[config.mk]
export PLATFORM = sky130hd
export DESIGN_NAME = pipe_stall_ctrl
export DESIGN_NICKNAME = d
export VERILOG_FILES = /design/src/rtl/sparc_pipe_pkg.sv /design/src/rtl/pipe_hazard_cmp.sv /design/src/rtl/pipe_stall_ctrl.sv
export SDC_FILE = /design/constraint.sdc
export NUM_CORES = 1
export LEC_CHECK = 0
export ABC_AREA = 1
export BUFFER_PORTS_ARGS = -buffer_cell sky130_fd_sc_hd__buf_2
export CAP_MARGIN = 10
export CORE_ASPECT_RATIO = 0.6
export CORE_MARGIN = 1.5
export CORE_UTILIZATION = 40
export CTS_CLUSTER_DIAMETER = 120
export DETAILED_ROUTE_END_ITERATION = 12
export PLACE_DENSITY_LB_ADDON = 0.08
export SLEW_MARGIN = 10
export SYNTH_ARGS = -nofsm -noshare
export SYNTH_HDL_FRONTEND = slang
export SYNTH_HIERARCHICAL = 1
export SYNTH_SLANG_ARGS = --single-unit
[constraint.sdc]
create_clock -name clk -period 3.1 [get_ports clk]
set_input_delay 0.465 -clock clk [delete_from_list [all_inputs] [get_ports clk]]
set_output_delay 0.465 -clock clk [all_outputs]
set_load 0.01 [all_outputs]
[src/rtl/sparc_pipe_pkg.sv]
// Shared types and constants for the pipeline stall controller.
package sparc_pipe_pkg;

  typedef enum logic {
    RUN  = 1'b0,
    LONG = 1'b1
  } state_t;

  localparam int REG_ADDR_W       = 5;
  localparam int LONG_CYCLES_DFLT = 32;

endpackage

[src/rtl/pipe_hazard_cmp.sv]
// Combinational load-use hazard detect between the ID instruction and a load in EX.
module pipe_hazard_cmp
  import sparc_pipe_pkg::*;
(
  input  logic [REG_ADDR_W-1:0] id_rs1,
  input  logic [REG_ADDR_W-1:0] id_rs2,
  input  logic [1:0]            id_rs_used,
  input  logic [REG_ADDR_W-1:0] idex_rd,
  input  logic                  idex_regWrite,
  input  logic                  idex_is_load,
  output logic                  hazard
);

  logic rs1_hit, rs2_hit;

  assign rs1_hit = id_rs_used[0] && (id_rs1 == idex_rd);
  assign rs2_hit = id_rs_used[1] && (id_rs2 == idex_rd);
  assign hazard  = idex_is_load && idex_regWrite && (idex_rd != '0) && (rs1_hit || rs2_hit);

endmodule

[src/rtl/pipe_stall_ctrl.sv]
// Pipeline stall/flush controller: mem stall, long mul/div occupancy, branch flush, load-use.
// Long-op support (LONG state and lcnt) is built only when PIPE_LONG_OP_EN is defined.
module pipe_stall_ctrl
  import sparc_pipe_pkg::*;
#(
  parameter int LONG_CYCLES = LONG_CYCLES_DFLT,
  parameter int STALL_CNT_W = 16
) (
  input  logic                   clk,
  input  logic                   reset,
  input  logic [4:0]             id_rs1,
  input  logic [4:0]             id_rs2,
  input  logic [1:0]             id_rs_used,
  input  logic [4:0]             idex_rd,
  input  logic                   idex_regWrite,
  input  logic                   idex_is_load,
  input  logic                   ex_long_op,
  input  logic                   br_taken,
  input  logic                   mem_ready,
  output logic                   pc_hold,
  output logic                   ifid_hold,
  output logic                   ex_ready,
  output logic                   idex_bubble,
  output logic                   ifid_flush,
  output logic                   long_busy,
  output logic [STALL_CNT_W-1:0] stall_cnt
);

  logic hazard;
  logic hold;

  pipe_hazard_cmp u_hazard (
    .id_rs1       (id_rs1),
    .id_rs2       (id_rs2),
    .id_rs_used   (id_rs_used),
    .idex_rd      (idex_rd),
    .idex_regWrite(idex_regWrite),
    .idex_is_load (idex_is_load),
    .hazard       (hazard)
  );

`ifdef PIPE_LONG_OP_EN
  localparam logic [5:0] LCNT_LOAD = 6'(LONG_CYCLES - 2);

  state_t     state, state_next;
  logic [5:0] lcnt, lcnt_next;

  always_ff @(posedge clk or posedge reset) begin
    if (reset) begin
      state <= RUN;
      lcnt  <= '0;
    end else begin
      state <= state_next;
      lcnt  <= lcnt_next;
    end
  end

  always_comb begin
    state_next  = state;
    lcnt_next   = lcnt;
    ex_ready    = 1'b1;
    hold        = 1'b0;
    idex_bubble = 1'b0;
    ifid_flush  = 1'b0;
    case (state)
      RUN: begin
        if (!mem_ready) begin
          ex_ready = 1'b0;
          hold     = 1'b1;
        end else if (ex_long_op) begin
          // the start cycle counts as the first EX cycle, so LONG runs LONG_CYCLES-1 more
          state_next = LONG;
          lcnt_next  = LCNT_LOAD;
          ex_ready   = 1'b0;
          hold       = 1'b1;
        end else if (br_taken) begin
          ifid_flush  = 1'b1;
          idex_bubble = 1'b1;
        end else if (hazard) begin
          idex_bubble = 1'b1;
          hold        = 1'b1;
        end
      end
      LONG: begin
        if (lcnt != '0) lcnt_next = lcnt - 6'd1;
        if ((lcnt != '0) || !mem_ready) begin
          ex_ready = 1'b0;
          hold     = 1'b1;
        end else begin
          state_next = RUN;
        end
      end
      default: state_next = RUN;
    endcase
  end

  assign long_busy = (state == LONG);
`else
  localparam int unused_long_cycles = LONG_CYCLES;
  logic unused_long_op;
  assign unused_long_op = ex_long_op;

  always_comb begin
    ex_ready    = 1'b1;
    hold        = 1'b0;
    idex_bubble = 1'b0;
    ifid_flush  = 1'b0;
    if (!mem_ready) begin
      ex_ready = 1'b0;
      hold     = 1'b1;
    end else if (br_taken) begin
      ifid_flush  = 1'b1;
      idex_bubble = 1'b1;
    end else if (hazard) begin
      idex_bubble = 1'b1;
      hold        = 1'b1;
    end
  end

  assign long_busy = 1'b0;
`endif

  assign pc_hold   = hold;
  assign ifid_hold = hold;

  always_ff @(posedge clk or posedge reset) begin
    if (reset)
      stall_cnt <= '0;
    else if (!ex_ready && (stall_cnt != '1))
      stall_cnt <= stall_cnt + STALL_CNT_W'(1);
  end

endmodule

== Yosys cells after proc, flatten, opt, wreduce, memory -nomap -nowiden ==
Cells that the tools add are included.
Cells by class
  reductions and logical operators: 9
  muxes and demuxes: 8
  add/subtract/negate cells: 1
  equal/unequal tests: 3
Operators by type and width (count)
  16-bit by 1-bit adder with 16-bit output (second input constant): 1
  16-bit != test (second input constant): 1
  5-bit == test: 2
  1-bit 2-to-1 mux: 8
  1-bit logical AND: 6
  5-bit nonzero test: 1
  1-bit zero test: 1
  1-bit logical OR: 1
Word-level totals
  output and inout bits: 22
  register bits: 16
  logic and storage cells: 22
  input port bits: 24

== Depth between registers and ports, before layout ==
Gate-level depths: netlist of the first run.
  depth in word-level cells: 7
  mapped depth: 9
  depth with buffers taken out: 9

== Modules after synthesis ==
The synthesis of the first run kept the hierarchy.
Modules (own cells, without submodules)
  pipe_stall_ctrl: cells an instance 154, times used 1, area an instance 1059.8 sq um, seq. area each 400.4 sq um
  pipe_hazard_cmp: cells an instance 56, times used 1, area an instance 220.2 sq um, seq. area each 0.0 sq um

== Least setup slack after synthesis of the first run ==
Ideal clock, no wire load.
  path type: input to output
  start: input port id_rs1[0]
  end: output port pc_hold
  path slack: 1.201 ns
  path buffers: 1
  data required time: 2.635 ns
  arrival time: 1.434 ns
  stages: 9
  cells stage by stage: inv_1 nand2_1 nand2_1 nor2_1 nand3_1 a21oi_1 inv_1 o21ai_0 buf_4
Between the ends
  cells in the longest elaborated chain, start to end: 7
Ends and longest elaborated chain
  start: declaration: RTL line pipe_stall_ctrl.sv:11  | input logic [4:0] id_rs1,
  5-bit == test: RTL line pipe_hazard_cmp.sv:16  | assign rs1_hit = id_rs_used[0] && (id_rs1 == idex_rd);
  1-bit logical AND: RTL line pipe_hazard_cmp.sv:16
  1-bit logical OR: RTL line pipe_hazard_cmp.sv:18  | assign hazard = idex_is_load && idex_regWrite && (idex_rd != '0) && (rs1_hit || rs2_hit);
  1-bit logical AND: RTL line pipe_hazard_cmp.sv:18
  via hazard: RTL line pipe_stall_ctrl.sv:29  | logic hazard;
  1-bit 2-to-1 mux: RTL line pipe_stall_ctrl.sv:114  | end else if (hazard) begin
  1-bit 2-to-1 mux: RTL line pipe_stall_ctrl.sv:111  | end else if (br_taken) begin
  1-bit 2-to-1 mux: RTL line pipe_stall_ctrl.sv:108  | if (!mem_ready) begin
  end: declaration: RTL line pipe_stall_ctrl.sv:20  | output logic pc_hold,
The timed path passes the listed nets, and every way through them passes these cells.

== Worst setup path after layout of the first run ==
  start: input port idex_rd[3]
  end: output port ifid_hold
Between the ends
  cells in the longest elaborated chain, start to end: 7
  elaborated cells between the ends (all ways): 11
  classes of those cells: eq/ne (2); mux (3); reduce/logical (6)
Ends and longest elaborated chain
  start: declaration: RTL line pipe_stall_ctrl.sv:14  | input logic [4:0] idex_rd,
  5-bit == test, on equally long branches: RTL line pipe_hazard_cmp.sv:16, pipe_hazard_cmp.sv:17
  1-bit logical AND, on equally long branches: RTL line pipe_hazard_cmp.sv:16, pipe_hazard_cmp.sv:17
  1-bit logical OR: RTL line pipe_hazard_cmp.sv:18
  1-bit logical AND (*): RTL line pipe_hazard_cmp.sv:18
  via hazard: RTL line pipe_stall_ctrl.sv:29
  1-bit 2-to-1 mux (*): RTL line pipe_stall_ctrl.sv:114
  1-bit 2-to-1 mux (*): RTL line pipe_stall_ctrl.sv:111
  1-bit 2-to-1 mux (*): RTL line pipe_stall_ctrl.sv:108
  end: declaration: RTL line pipe_stall_ctrl.sv:21  | output logic ifid_hold,
The timed path passes the listed nets; every way through them passes the cells marked *.

==> results of run 1 <==
where the power goes:
| group | leakage (nW) | total, mW | internal (mW) | switching, mW |
|---|---|---|---|---|
| logic | 0.622 | 0.207 | 0.0891 | 0.118 |
| registers | 0.209 | 0.297 | 0.243 | 0.0542 |
| clock network | 0.0288 | 0.190 | 0.113 | 0.0770 |
through the flow:
| step | utilization (%) | area (um^2) |
|---|---|---|
| 2_1_floorplan | - | 1280 |
| 3_3_place_gp | 50.8 | 1510 |
| 3_5_place_dp | 50.8 | 1510 |
| 4_1_cts | 52.7 | 1560 |
| 5_1_grt | 52.7 | 1560 |
| 6_report | 52.7 | 1560 |
layer usage:
layer / track usage, % / part of all wire [%] / up-vias
li1: - / - / 727
met1: 28.6 / 59 / 550
met2: 26.5 / 35 / 31
met3: 5.63 / 5.4 / 2
met4: 3.70 / 0.40 / 0
met5: 0 / 0 / -
how the worst max path moves through the flow:
stage / from / endpoint / slack (ns) / cells past startpoint
floorplan: id_rs1[0] / pc_hold / 1.20 / 9
global placement: idex_rd[3] / ifid_hold / 1.08 / 10
detailed placement: idex_rd[3] / ifid_hold / 1.11 / 10
CTS: idex_rd[3] / ifid_hold / 1.10 / 10
global route: idex_rd[4] / pc_hold / 0.87 / 10
finish: idex_rd[3] / ifid_hold / 1.10 / 10
logic make-up after synthesis:
logic type / Yosys count / synth area share (%)
AO/OA/AOI/OAI: 10 / 5.38
XOR/XNOR: 5 / 3.42
adder cells (fa/ha/maj): 1 / 0.977
buffers and inverters: 34 / 11.7
flip-flops: 16 / 31.3
other: 1 / 0.293
AND/OR/NAND/NOR: 143 / 46.9
synthesized netlist by cell type:
cell | count | share of area [%]
buf_6 | 1 | 0.88
nor2_1 | 28 | 8.2
a21oi_1 | 1 | 0.39
o21ai_2 | 5 | 3.4
nor2_2 | 2 | 0.98
xor2_1 | 1 | 0.68
xnor2_1 | 4 | 2.7
inv_1 | 26 | 7.6
and2_1 | 1 | 0.49
nand4_1 | 5 | 2.4
buf_4 | 4 | 2.3
conb_1 | 1 | 0.29
nand2_2 | 3 | 1.5
ha_1 | 1 | 0.98
nor3_1 | 2 | 0.78
o21ai_0 | 4 | 1.6
dfrtp_1 | 16 | 31
inv_2 | 3 | 0.88
nand3_1 | 12 | 4.7
nand2_1 | 87 | 26
nand3b_1 | 1 | 0.59
nor2_4 | 2 | 1.8
layout make-up:
cell class / count / area (um^2) / share of cell area [%]
Tap cell: 42 / 52.6 / 3.37
Timing Repair Buffer: 43 / 215 / 13.8
Multi-Input combinational cell: 160 / 729 / 46.7
Clock buffer: 4 / 55.1 / 3.53
Inverter: 29 / 109 / 6.97
Sequential cell: 16 / 400 / 25.6
==> metrics.cfg, run 1 <==
[outcome]
status=completed

[floorplan]
die-area_um2=3560
rows=15
die_w_um=76.0
initial_core_util_pct=43.2
ios=46
fp.dieH_um=46.8
design.core.area_um2=2970

[pwr]
p_leak_nw=0.860
p_per_area_nw_per_um2=444
peakVddDrop_mv=0.337
p_total_uw=694

[cells_and_area]
final_cell_mix=nand2_1, buf_2, nor2_1
drive_gt1_share_pct=24.6
fin_cells=294
fillCellCount=320
largest_reg_flops=16
insertedDiodeCount=0
fin_nets=278
top_regs=stall_cnt x16
regMostFlops=stall_cnt
mostFrequentLayoutCell=nand2_1
areaGrowthSynthToFinish_pct=22.0

[sta]
max_freq_mhz=501
finalHoldViolations=0
drv_slew=0
finalSetupViolations=0
whs_ns=0.285
fin_ws_ns=1.10
relSlewSlack_pct=57.1
period_needed_ns=2.00
fin_tns_setup_ns=0
tightestPinTransition_ns=0.642
rsz0062_at_grt=no
skew_ns=0.00144
post-route-period-util_pct=64.4

[synthesis]
ys_seq_area_share_pct=31.3
synth_cell_type_count=22
syn_inst=210
ys_ff_latch=16
syn_area_per_cell_um2=6.10
netlist_area_um2=1280
ys_warn_count=6
syn_nets=235

[critical_path]
crit_path_max_fanout=3
required_ns=2.63
crit_buf_inv=4
startpoint_type=input port
crit-reg2reg-launch=stall_cnt[0]$_DFFE_PP0P_
reg2reg_to=stall_cnt[11]$_DFFE_PP0P_
slowest_delay_ns=0.19
critPathSlowestCell=o21ai_0
rrSetupSlack_ns=1.26
cp_top_family=buffers and inverters
critPathCaptureType=output port
crit_chain=buf_2, inv_2, nand2_1, nand2_1, nor2_1, nand3_1, a21oi_1, inv_1, o21ai_0, buf_2
critical_path_arrival_ns=1.53
r2r_cells=8
critical_path_class=in -> out

[clock_tree]
post_cts_buffers=0
post_cts_resized=0
cts-buffers-inserted=3
htreeDepth=1
cts.sinks=16
path_clk_slew_ns=0.07
ctsHoldBuffers=0
cts_buffer_depth=2
clk_latency_ns=0.25
cts_tree=done
root_buffer=clkbuf_8

[global_route]
overflow=0
grt_pass1_vias=1079
grt_usage_pct=18.9
grt_start_max_net_pins=17
grt_pass1_wl_mm=5.10
antenna_found_initial=0

[placed_design]
placed_cells=290
place.gp.congestion=0.778
port_buffers=43
post-place-ws_ns=1.11
dp_hpwl_mm=2.38

[drt]
wirelength_mm=3.03
drc=0
via_per_inst=4.46
ant_nets=0
wl_per_cell_um=10.3
vias=1310
drt-initial-drc-count=70
drtPass1Iterations=4

[min_path]
min_path_type=in -> async

[flow_run]
maxCapViolCount=0

Power figures use the tool's default switching activity.
==> run 2, diff against run 1 <==
Clock period 3.1 ns to 1.8 ns, I/O delays scaled along.
==> run 2 against run 1 <==
  * Cell area grew 2.6%
  * Largest cell class unchanged
  * Critical path type unchanged
  * Total power grew 74%
  * Worst hold slack worse by 0.20 ns
  * Clock power grew 74%
  * Wire length grew 0.40%
  * Combinational power up 81%
==> metrics.cfg, run 2 (same netlist as run 1, synthesis figures left out) <==
[sta]
finalHoldViolations=0  ; unchanged
rsz0062_at_grt=no
fin_tns_setup_ns=0  ; unchanged
tightestPinTransition_ns=0.639  ; -0.00315 ns
relSlewSlack_pct=57.3  ; +0.21 points
max_freq_mhz=625
skew_ns=0.00487  ; +0.00343 ns
fin_ws_ns=0.200  ; -0.904 ns
period_needed_ns=1.60
whs_ns=0.0865  ; -0.199 ns
drv_slew=0  ; unchanged
finalSetupViolations=0  ; unchanged
post-route-period-util_pct=88.9

[placed_design]
port_buffers=43  ; unchanged
post-place-ws_ns=0.0626  ; -1.05 ns
place.gp.congestion=0.835  ; +7.3%
placed_cells=293  ; +1.0%
dp_hpwl_mm=2.44  ; +2.5%

[cells_and_area]
multiInputGateArea_um2=734  ; +0.69%
fin_nets=281  ; +1.1%
final_cell_mix=nand2_1, buf_2, nor2_1
ff_latch_area_um2=400  ; unchanged
fillCellCount=321  ; +0.31%
largest_reg_flops=16  ; unchanged
fin_cells=297  ; +1.0%
mostFrequentLayoutCell=nand2_1
top_regs=stall_cnt x16
drive_gt1_share_pct=25.5  ; +0.89 points
insertedDiodeCount=0  ; unchanged
post-route-util_pct=54.0  ; +1.4 points
regMostFlops=stall_cnt
areaGrowthSynthToFinish_pct=25.1

[critical_path]
crit_path_max_fanout=3  ; unchanged
rrSetupSlack_ns=0.23  ; -1.03 ns
required_ns=1.53  ; -1.10 ns
critPathCaptureType=output port
critical_path_arrival_ns=1.33  ; -0.20 ns
critical_path_class=in -> out
startpoint_type=input port

[drt]
drt-initial-drc-count=66  ; -5.7%
via_per_inst=4.49  ; +0.88%
vias=1335  ; +1.9%
drc=0  ; unchanged
wl_per_cell_um=10.2  ; -0.62%
ant_nets=0  ; unchanged
wirelength_mm=3.04  ; +0.40%
drtPass1Iterations=4  ; unchanged

[floorplan]
rows=15  ; unchanged
die-area_um2=3560  ; unchanged
design.core.area_um2=2970  ; unchanged
ios=46  ; unchanged
initial_core_util_pct=43.2  ; unchanged
fp.dieH_um=46.8  ; unchanged
die_w_um=76.0  ; unchanged

[global_route]
grt_pass1_vias=1123  ; +4.1%
overflow=0  ; unchanged
grt_pass1_wl_mm=5.09  ; -0.27%
grt_start_max_net_pins=17  ; unchanged
antenna_found_initial=0  ; unchanged
grt_usage_pct=18.8  ; -0.11 points

[clock_tree]
post_cts_buffers=0  ; unchanged
clk_latency_ns=0.25  ; about the same
cts_buffer_depth=2  ; unchanged
htreeDepth=1  ; unchanged
cts_tree=done
path_clk_slew_ns=0.07  ; about the same
ctsHoldBuffers=0  ; unchanged
post_cts_resized=0  ; unchanged
root_buffer=clkbuf_8
cts-buffers-inserted=3  ; unchanged
cts.sinks=16  ; unchanged

[min_path]
min_path_type=in -> async

[pwr]
peakVddDrop_mv=0.724  ; +110%
p_leak_nw=0.881  ; +2.4%
p_per_area_nw_per_um2=754  ; +70%

[outcome]
status=completed

[flow_run]
maxCapViolCount=0  ; unchanged

## run 2: per-stage QoR
step                total power, mW  cell area (um^2)
floorplan                     0.739              1280
global placement              0.883              1540
detailed placement            0.887              1540
CTS                            1.22              1600
global route                   1.29              1600
finish                         1.21              1600
## run 2: worst max-delay path: stages
cell and delay [ns]:
buf_2 0.10, inv_2 0.05, nand2_1 0.05, nand2_1 0.05, nor2_1 0.15, nand3_1 0.09, a21oi_1 0.15, inv_1 0.07
o21ai_0 0.18, buf_2 0.16
## run 2: metal layers
layer	routed length [um]	track usage, %	vias to the layer above
met4	0	1.11	0
met5	0	0	-
met3	186	5.63	0
met2	1080	28.6	38
li1	-	-	729
met1	1770	27.8	568
## run 2: power by group
| group | internal, mW | total, mW | switching (mW) |
|---|---|---|---|
| Combinational | 0.163 | 0.374 | 0.211 |
| Clock | 0.194 | 0.330 | 0.135 |
| Sequential | 0.418 | 0.504 | 0.0860 |
| Total | 0.775 | 1.21 | 0.433 |
## run 2: layout make-up
class	count	share of cell area, %
multi-input cells	160	45.9
inverters	29	6.80
well taps	42	3.28
repair buffers	46	15.6
flip-flops and latches	16	25.0
clock buffers	4	3.44
## run 2: worst paths after layout
path,startpoint,to,depth (start not counted)
max,idex_rd[3],pc_hold,10
min,reset,stall_cnt[4]$_DFFE_PP0P_,2
max reg2reg,stall_cnt[1]$_DFFE_PP0P_,stall_cnt[5]$_DFFE_PP0P_,8
min reg2reg,stall_cnt[8]$_DFFE_PP0P_,stall_cnt[8]$_DFFE_PP0P_,1
max in group asynchronous,reset,stall_cnt[8]$_DFFE_PP0P_,2
min in group clk,mem_ready,stall_cnt[7]$_DFFE_PP0P_,4
==> run 3, diff against run 2 <==
==> constraint.sdc (replaced) <==
create_clock -name clk -period 1.8 [get_ports clk]
set_input_delay 0.27 -clock clk [delete_from_list [all_inputs] [get_ports clk]]
set_output_delay 0.27 -clock clk [all_outputs]
set_load 0.02 [all_outputs]
==> run 3 against run 2 <==
  * Critical path depth unchanged
  * Core utilization grew 0.13 points
  * Wire length decreased by 0.92%
  * Cell count unchanged
  * Register-to-register slack better by 0.02 ns
  * Worst setup slack improved by 0.023 ns
  * Cell area up 0.23%
  * Largest power group unchanged
  * Clock skew down 0.0014 ns
==> metrics.cfg, run 3 (same netlist as run 1, synthesis figures left out) <==
[clock_tree]
cts.sinks=16  ; unchanged
cts_buffer_depth=2  ; unchanged
ctsHoldBuffers=0  ; unchanged
cts_tree=done
htreeDepth=1  ; unchanged
path_clk_slew_ns=0.07  ; about the same
clk_latency_ns=0.26  ; about the same
root_buffer=clkbuf_8
cts-buffers-inserted=3  ; unchanged

[cells_and_area]
mostFrequentLayoutCell=nand2_1
fillCellCount=323  ; +0.62%
drive_gt1_share_pct=25.9  ; +0.39 points
top_regs=stall_cnt x16
areaGrowthSynthToFinish_pct=25.4
fin_nets=281  ; unchanged
largest_reg_flops=16  ; unchanged
fin_cells=297  ; unchanged
insertedDiodeCount=0  ; unchanged
postLayoutCellArea_um2=1610  ; +0.23%
final_cell_mix=nand2_1, buf_2, nor2_1
regMostFlops=stall_cnt

[pwr]
p_leak_nw=0.881  ; about the same
peakVddDrop_mv=0.562  ; -22%
p_per_area_nw_per_um2=789  ; +4.6%

[sta]
relSlewSlack_pct=58.3  ; +1.0 points
rsz0062_at_grt=no
skew_ns=0.00344  ; -0.00143 ns
whs_ns=0.0784  ; -0.00809 ns
fin_ws_ns=0.223  ; +0.0231 ns
post-route-period-util_pct=87.6  ; -1.3 points
drv_slew=0  ; unchanged
fin_tns_setup_ns=0  ; unchanged
tightestPinTransition_ns=0.624  ; -0.0151 ns
finalSetupViolations=0  ; unchanged
finalHoldViolations=0  ; unchanged
period_needed_ns=1.58  ; -0.0231 ns
max_freq_mhz=634  ; +1.5%

[drt]
drtPass1Iterations=4  ; unchanged
drt-initial-drc-count=56  ; -15%
ant_nets=0  ; unchanged
wl_per_cell_um=10.1  ; -0.92%
wirelength_mm=3.01  ; -0.92%
vias=1342  ; +0.52%
drc=0  ; unchanged
via_per_inst=4.52  ; +0.52%

[global_route]
use_met2_pct=26.7  ; -2.0 points
grt_util_met1_pct=29.0  ; +1.2 points
antenna_found_initial=0  ; unchanged
grt_usage_pct=19.0  ; +0.20 points
grt_start_max_net_pins=17  ; unchanged
overflow=0  ; unchanged
grt_use_met3_pct=4.85  ; -0.78 points
grt_pass1_wl_mm=5.13  ; +0.94%
busiest_layer=met1
grt_pass1_vias=1088  ; -3.1%

[floorplan]
die_w_um=76.0  ; unchanged
fp.dieH_um=46.8  ; unchanged
die-area_um2=3560  ; unchanged
ios=46  ; unchanged
initial_core_util_pct=43.2  ; unchanged
design.core.area_um2=2970  ; unchanged
rows=15  ; unchanged

[min_path]
min_path_type=in -> async

[placed_design]
post-place-ws_ns=0.0623  ; -0.000300 ns
port_buffers=43  ; unchanged
placed_area_um2=1540  ; unchanged
placed_cells=293  ; unchanged
place.gp.congestion=0.837  ; +0.23%
dp_hpwl_mm=2.42  ; -1.1%

[critical_path]
required_ns=1.53  ; about the same
crit-reg2reg-launch=stall_cnt[1]$_DFFE_PP0P_
critical_path_class=in -> out
rrSetupSlack_ns=0.25  ; +0.02 ns
critical_path_arrival_ns=1.31  ; -0.02 ns
crit_path_max_fanout=3  ; unchanged
r2r_cells=8  ; unchanged
critPathCaptureType=output port
startpoint_type=input port
reg2reg_to=stall_cnt[2]$_DFFE_PP0P_

[flow_run]
maxCapViolCount=0  ; unchanged

[outcome]
status=completed

run 3: cell count changes in the layout (fill, tap and decap cells not counted):
cell,delta
o21ai_0,-1
a21oi_1,-1
o21ai_1,+1
a21oi_2,+1
run 3: repair_timing:
| action | in CTS | in global routing |
|---|---|---|
| gates resized for setup | 0 | 3 |
| buffers inserted | 0 | 0 |
| endpoints found under the setup margin | 0 | 13 |
run 3: worst max-delay path by stage:
stage	from	end	slack, ns	cells past startpoint
6_report	idex_rd[3]	pc_hold	0.22	10
5_1_grt	idex_rd[4]	idex_bubble	0.01	10
4_1_cts	stall_cnt[1]$_DFFE_PP0P_	stall_cnt[4]$_DFFE_PP0P_	0.05	8
3_5_place_dp	stall_cnt[1]$_DFFE_PP0P_	stall_cnt[4]$_DFFE_PP0P_	0.06	8
3_3_place_gp	stall_cnt[1]$_DFFE_PP0P_	stall_cnt[4]$_DFFE_PP0P_	0.10	8
2_1_floorplan	id_rs1[0]	pc_hold	0.03	9
run 3: stage by stage:
stage          utilization (%)  total power, mW
6_report                  54.1             1.27
5_1_grt                   54.1             1.36
4_1_cts                   53.8             1.28
3_5_place_dp              52.0            0.938
3_3_place_gp              52.0            0.935
2_1_floorplan                -            0.789
run 3: critical path: stages:
cell     delay, ns
buf_2         0.10
inv_2         0.05
nand2_1       0.05
nand2_1       0.05
nor2_1        0.14
nand3_1       0.11
a21oi_2       0.15
inv_1         0.06
o21ai_1       0.14
buf_2         0.18
run 3: final cells by class:
cell class / count / area (um^2) / area share (%)
multi-input combinational: 160 / 738 / 46.0
timing repair buffer: 46 / 250 / 15.6
sequential: 16 / 400 / 24.9
tap: 42 / 52.6 / 3.27
inverter: 29 / 109 / 6.78
clock buffer: 4 / 55.1 / 3.43
run 3: routing by layer:
layer  vias to the layer above  part of all wire (%)
li1                        731                     -
met1                       569                    57
met2                        39                    36
met3                         3                   6.0
met4                         0                  0.80
met5                         -                     0
run 3: power by group:
group	switching (mW)	leakage (nW)	internal [mW]
Clock	0.140	0.0288	0.195
Combinational	0.264	0.643	0.164
Sequential	0.0864	0.209	0.418
